[config.mk]
export PLATFORM = sky130hd
export DESIGN_NAME = instr_seq
export DESIGN_NICKNAME = d
export VERILOG_FILES = /design/src/rtl/pico_pkg.sv /design/src/rtl/instr_seq_perf.sv /design/src/rtl/instr_seq.sv
export SDC_FILE = /design/constraint.sdc
export NUM_CORES = 1
export LEC_CHECK = 0
export CAP_MARGIN = 15
export CORE_AREA = 3 3 40 42
export CTS_CLUSTER_SIZE = 16
export DETAILED_ROUTE_END_ITERATION = 7
export DIE_AREA = 0 0 43 45
export PLACE_DENSITY = 0.66
export SLEW_MARGIN = 40
export SYNTH_ARGS = -nofsm -noshare
export SYNTH_HDL_FRONTEND = slang
export SYNTH_HIERARCHICAL = 1
export SYNTH_SLANG_ARGS = --single-unit
[constraint.sdc]
create_clock -name clk -period 2.95 [get_ports clk]
set_input_delay 0.59 -clock clk [delete_from_list [all_inputs] [get_ports clk]]
set_output_delay 0.59 -clock clk [all_outputs]
set_load 0.03 [all_outputs]
[src/rtl/pico_pkg.sv]
// Shared types for the pico instruction sequencer: opcodes, FSM states, default address width.
// No logic; imported by instr_seq and instr_seq_perf.
// No flow control.
package pico_pkg;

  localparam int unsigned ADDR_SZ_DEF = 6;

  typedef enum logic [2:0] {
    NOP  = 3'd0,
    ADD  = 3'd1,
    ADDI = 3'd2,
    MULI = 3'd3,
    BEQ  = 3'd4,
    BNE  = 3'd5,
    WAIT = 3'd6,
    HLT  = 3'd7
  } opcode_t;

  typedef enum logic [2:0] {
    START   = 3'd0,
    EXEC    = 3'd1,
    CMP     = 3'd2,
    BRANCH  = 3'd3,
    WAIT_IN = 3'd4,
    STOP    = 3'd5
  } seq_state_t;

endpackage

[src/rtl/instr_seq_perf.sv]
// Retired-instruction counter, 16-bit, wraps at 0xFFFF.
// Latency: count visible the cycle after the retire pulse.
// Backpressure: none; the caller gates inc (no increment under debug freeze).
module instr_seq_perf (
  input  logic        clk,
  input  logic        n_reset,
  input  logic        inc,
  output logic [15:0] retired
);

  always_ff @(posedge clk or negedge n_reset) begin
    if (!n_reset) begin
      retired <= '0;
    end else if (inc) begin
      retired <= retired + 16'd1;
    end
  end

endmodule

[src/rtl/instr_seq.sv]
// Instruction sequencer FSM driving PC hold/branch and register-file write control.
// Latency: Mealy outputs, combinational from state/inputs; branch = 3 cycles, WAIT >= 2 cycles.
// Backpressure: holds PC while waiting for sw_valid or under dbg_halt; optional INSTR_SEQ_PERF_EN adds retired.
module instr_seq
  import pico_pkg::*;
#(
  parameter int unsigned AddrSz = ADDR_SZ_DEF
) (
  input  logic              clk,
  input  logic              n_reset,
  input  logic [2:0]        opcode,
  input  logic [AddrSz-1:0] imm,
  input  logic              z,
  input  logic              sw_valid,
  input  logic              dbg_halt,
  output logic              rel_branch,
  output logic [AddrSz-1:0] offset,
  output logic              halt,
  output logic              reg_we,
  output logic              in_sel,
`ifdef INSTR_SEQ_PERF_EN
  output logic [15:0]       retired,
`endif
  output logic              in_ack
);

  seq_state_t state, state_nxt;
  opcode_t    op;
  logic       z_q;

  assign op = opcode_t'(opcode);

  // State and captured zero flag both freeze while the debugger holds the core.
  always_ff @(posedge clk or negedge n_reset) begin
    if (!n_reset) begin
      state <= START;
      z_q   <= 1'b0;
    end else if (!dbg_halt) begin
      state <= state_nxt;
      if (state == CMP) begin
        z_q <= z;
      end
    end
  end

  always_comb begin
    state_nxt  = state;
    halt       = 1'b1;
    reg_we     = 1'b0;
    in_sel     = 1'b0;
    in_ack     = 1'b0;
    rel_branch = 1'b0;
    offset     = '0;

    unique case (state)
      START: state_nxt = EXEC;

      EXEC: begin
        unique case (op)
          NOP: halt = 1'b0;
          ADD, ADDI, MULI: begin
            halt   = 1'b0;
            reg_we = 1'b1;
          end
          BEQ, BNE: state_nxt = CMP;
          WAIT:     state_nxt = WAIT_IN;
          HLT:      state_nxt = STOP;
          default:  state_nxt = EXEC;
        endcase
      end

      CMP: state_nxt = BRANCH;

      // PC is held through CMP, so opcode still names the branch being resolved.
      BRANCH: begin
        halt      = 1'b0;
        offset    = imm;
        state_nxt = EXEC;
        if (op == BEQ) begin
          rel_branch = z_q;
        end else if (op == BNE) begin
          rel_branch = ~z_q;
        end
      end

      WAIT_IN: begin
        if (sw_valid) begin
          halt      = 1'b0;
          reg_we    = 1'b1;
          in_sel    = 1'b1;
          in_ack    = 1'b1;
          state_nxt = EXEC;
        end
      end

      STOP: state_nxt = STOP;

      default: state_nxt = START;
    endcase

    if (dbg_halt) begin
      halt       = 1'b1;
      reg_we     = 1'b0;
      in_sel     = 1'b0;
      in_ack     = 1'b0;
      rel_branch = 1'b0;
    end
  end

`ifdef INSTR_SEQ_PERF_EN
  // The PC moves exactly when an instruction completes, so ~halt is the retire strobe.
  instr_seq_perf u_perf (
    .clk     (clk),
    .n_reset (n_reset),
    .inc     (~halt),
    .retired (retired)
  );
`endif

endmodule
==> impl_results.md <==
* Status: finished clean
* Antenna Cells at 0
* RSZ-0062 raised after global routing: no
* Crit-path max FO at 4
* Syn nets at 58
* Antenna violations before repair at 0
* Register bit total from synthesis at 4
* Mapped cell area at 378 um^2
* Share of layout cells above drive strength 1 at 25.0%
* Row cnt at 13
* Detailed Routing Iterations Pass 1 at 4
* Fmax at 362 MHz
* Area growth from synthesis to layout at 68.9%
* Setup TNS at 0 ns
* Routed len/inst at 11.5 um
* Final period utilization at 93.6%
* CP required at 2.36 ns
* Fin. max-slew vios at 0
* Ys async rst share at 100%
* WP data arrival at 2.17 ns
* Die Wd at 43 um
* Mean post-synth cell area at 8.59 um^2
* Top cells by count, synth: and3_2 (6), dfrtp_1 (4), nand2_1 (3), nor2_1 (3)
* CTS Buf Count at 3
* Most used DFF post-synth: dfrtp_1
* CTS tree: yes
* Total GRT Usage at 11.7%
* Max Root-Sink Buffers at 2
* Ys Warns at 6
* Post-DP HPWL at 752 um
* Minimum clock period at 2.76 ns
* Hold Path Class: input pin to asynchronous set/reset pin
* Critical Path Sink Type: output pin
* # Max-Cap Violations at 0
* Post-synth EDFFs at 0
* Most frequent cell after synthesis: and3_2
* Largest net degree at the start of global routing at 17
* Clock root cell: clkbuf_4
* Worst Setup Path Type: input pin to output pin
* Gate Count Post-Synth at 44
* Post-DRT Antenna Nets at 0
* Final Hold Viols at 0
* Number of global-route vias before repair at 401
* Total Die Area at 1940 um^2
* Depth of the CTS H-tree at 1
* Hold buffers post-CTS at 0
* Die height at 45 um
* Nets at 84
* Synth top area cells: dfrtp_1 (26%), and3_2 (12%), buf_4 (4.0%)
* Startpoint Class: input pin
* Vias at 422
* # port buffers at 24
* Max-slew headroom at 70.7%
* Peak supply drop at 373 uV
* Filler instances at 135
* Initial Utilization at 29.4%
* Leakage power at 0.000281 uW
* CTS Sinks at 4
* PwrDens at 682 nW/um^2
* Remaining global-route overflow at 0
* Area of the multi-input gates at 235 um^2
* Register area at 100 um^2
* Distinct cells, synth at 29
* Cell taking the most area after synthesis: dfrtp_1
* Clk_skew at 0.00659 ns
* Via density at 5.08
* Drc violations at 0
* I/O pins at 25
* Hold slack at 0.547 ns
* Setup-failing EPs final at 0
* R2R Setup Slk at 1.66 ns
* Worst-Skew Late Latency at 0.24 ns
* Slew at the pin closest to its max-slew limit at 0.439 ns
* WL final at 952 um
* Placer Congestion at 0.720
* Seq/Total Area, Yosys at 26.5%
* Share of the synthesized area in the top cell type at 26.5%
* Global-route wire length before repair at 1660 um
* Worst-path clk slew at 0.04 ns
* Iter 0 DRT Violations at 2
* Final Core Density at 49.7%
* CORE AREA at 1280 um^2
==> path summary, 6_finish.rpt <==
kind | startpoint | to | cells after the start
worst max-delay path | opcode[1] | reg_we | 4
min in group clk | z_q | z_q | 1
worst max register to register | state[1] | z_q | 2
worst min-delay path | n_reset | z_q | 1
worst min register to register | z_q | z_q | 1
max in group asynchronous | n_reset | state[0] | 1
==> critical path, stage by stage <==
cell and delay (ns):
clkdlybuf4s50_1 0.54, o211ai_2 0.11, a211oi_2 0.23, clkdlybuf4s50_1 0.70
==> cells in the final DEF, fill, tap and decap left out, types with 2 or more instances in the layout <==
master / n
a21oi_1: 2
nor2_1: 3
dfrtp_1: 4
and3_2: 6
inv_1: 2
clkdlybuf4s50_1: 23
clkbuf_4: 3
nand2_1: 3
==> per-layer routing <==
layer	vias to the layer above	track usage (%)	share of wire, %
met1	187	14.1	43
li1	209	-	-
met5	-	0	0
met2	24	18.6	46
met4	0	9.04	1.6
met3	2	1.99	9.2
==> registers in the layout (all words and copies together), names as in the netlist <==
register and cells:
state 3, z_q 1
==> power by group <==
part / internal, uW / total, uW / leakage (uW) / switching (uW)
clock network: 45.5 / 68.5 / 0.0000138 / 23.0
logic: 119 / 236 / 0.000220 / 117
registers: 78.9 / 130 / 0.0000475 / 51.2
==> layout make-up <==
type                            count  share of cell area (%)
Clock buffer                        3                    3.53
Inverter                            3                    1.76
Multi-Input combinational cell     33                    36.9
Sequential cell                     4                    15.7
Tap cell                           15                    2.94
Timing Repair Buffer               25                    39.2
==> repair_timing <==
action                     CTS  global route
buffers inserted             0             0
resized for setup            0             1
setup endpoints to repair    0             1
==> stage by stage <==
step / total power, uW / setup slack [ns] / std cells / area (um^2)
CTS: 441 / 0.0834 / 83 / 636
global route: 473 / 0.110 / 83 / 638
detailed placement: 368 / 0.0949 / 80 / 613
finish: 435 / 0.190 / 83 / 638
floorplan: 300 / 0.588 / 44 / 378
global placement: 369 / 0.114 / 80 / 613
==> cell families (layout without fill, tap and decap cells) <==
| logic type | after synthesis | after routing | share of synthesized area, % |
|---|---|---|---|
| muxes | 1 | 1 | 3.97 |
| AOI/OAI and AO/OA | 10 | 10 | 20.9 |
| DFF | 4 | 4 | 26.5 |
| and+or+nand+nor | 21 | 21 | 35.1 |
| xor gates and xnor gates | 1 | 1 | 2.32 |
| buffers and inverters | 7 | 31 | 11.3 |
Note: power is estimated with default switching activity, not from simulation.
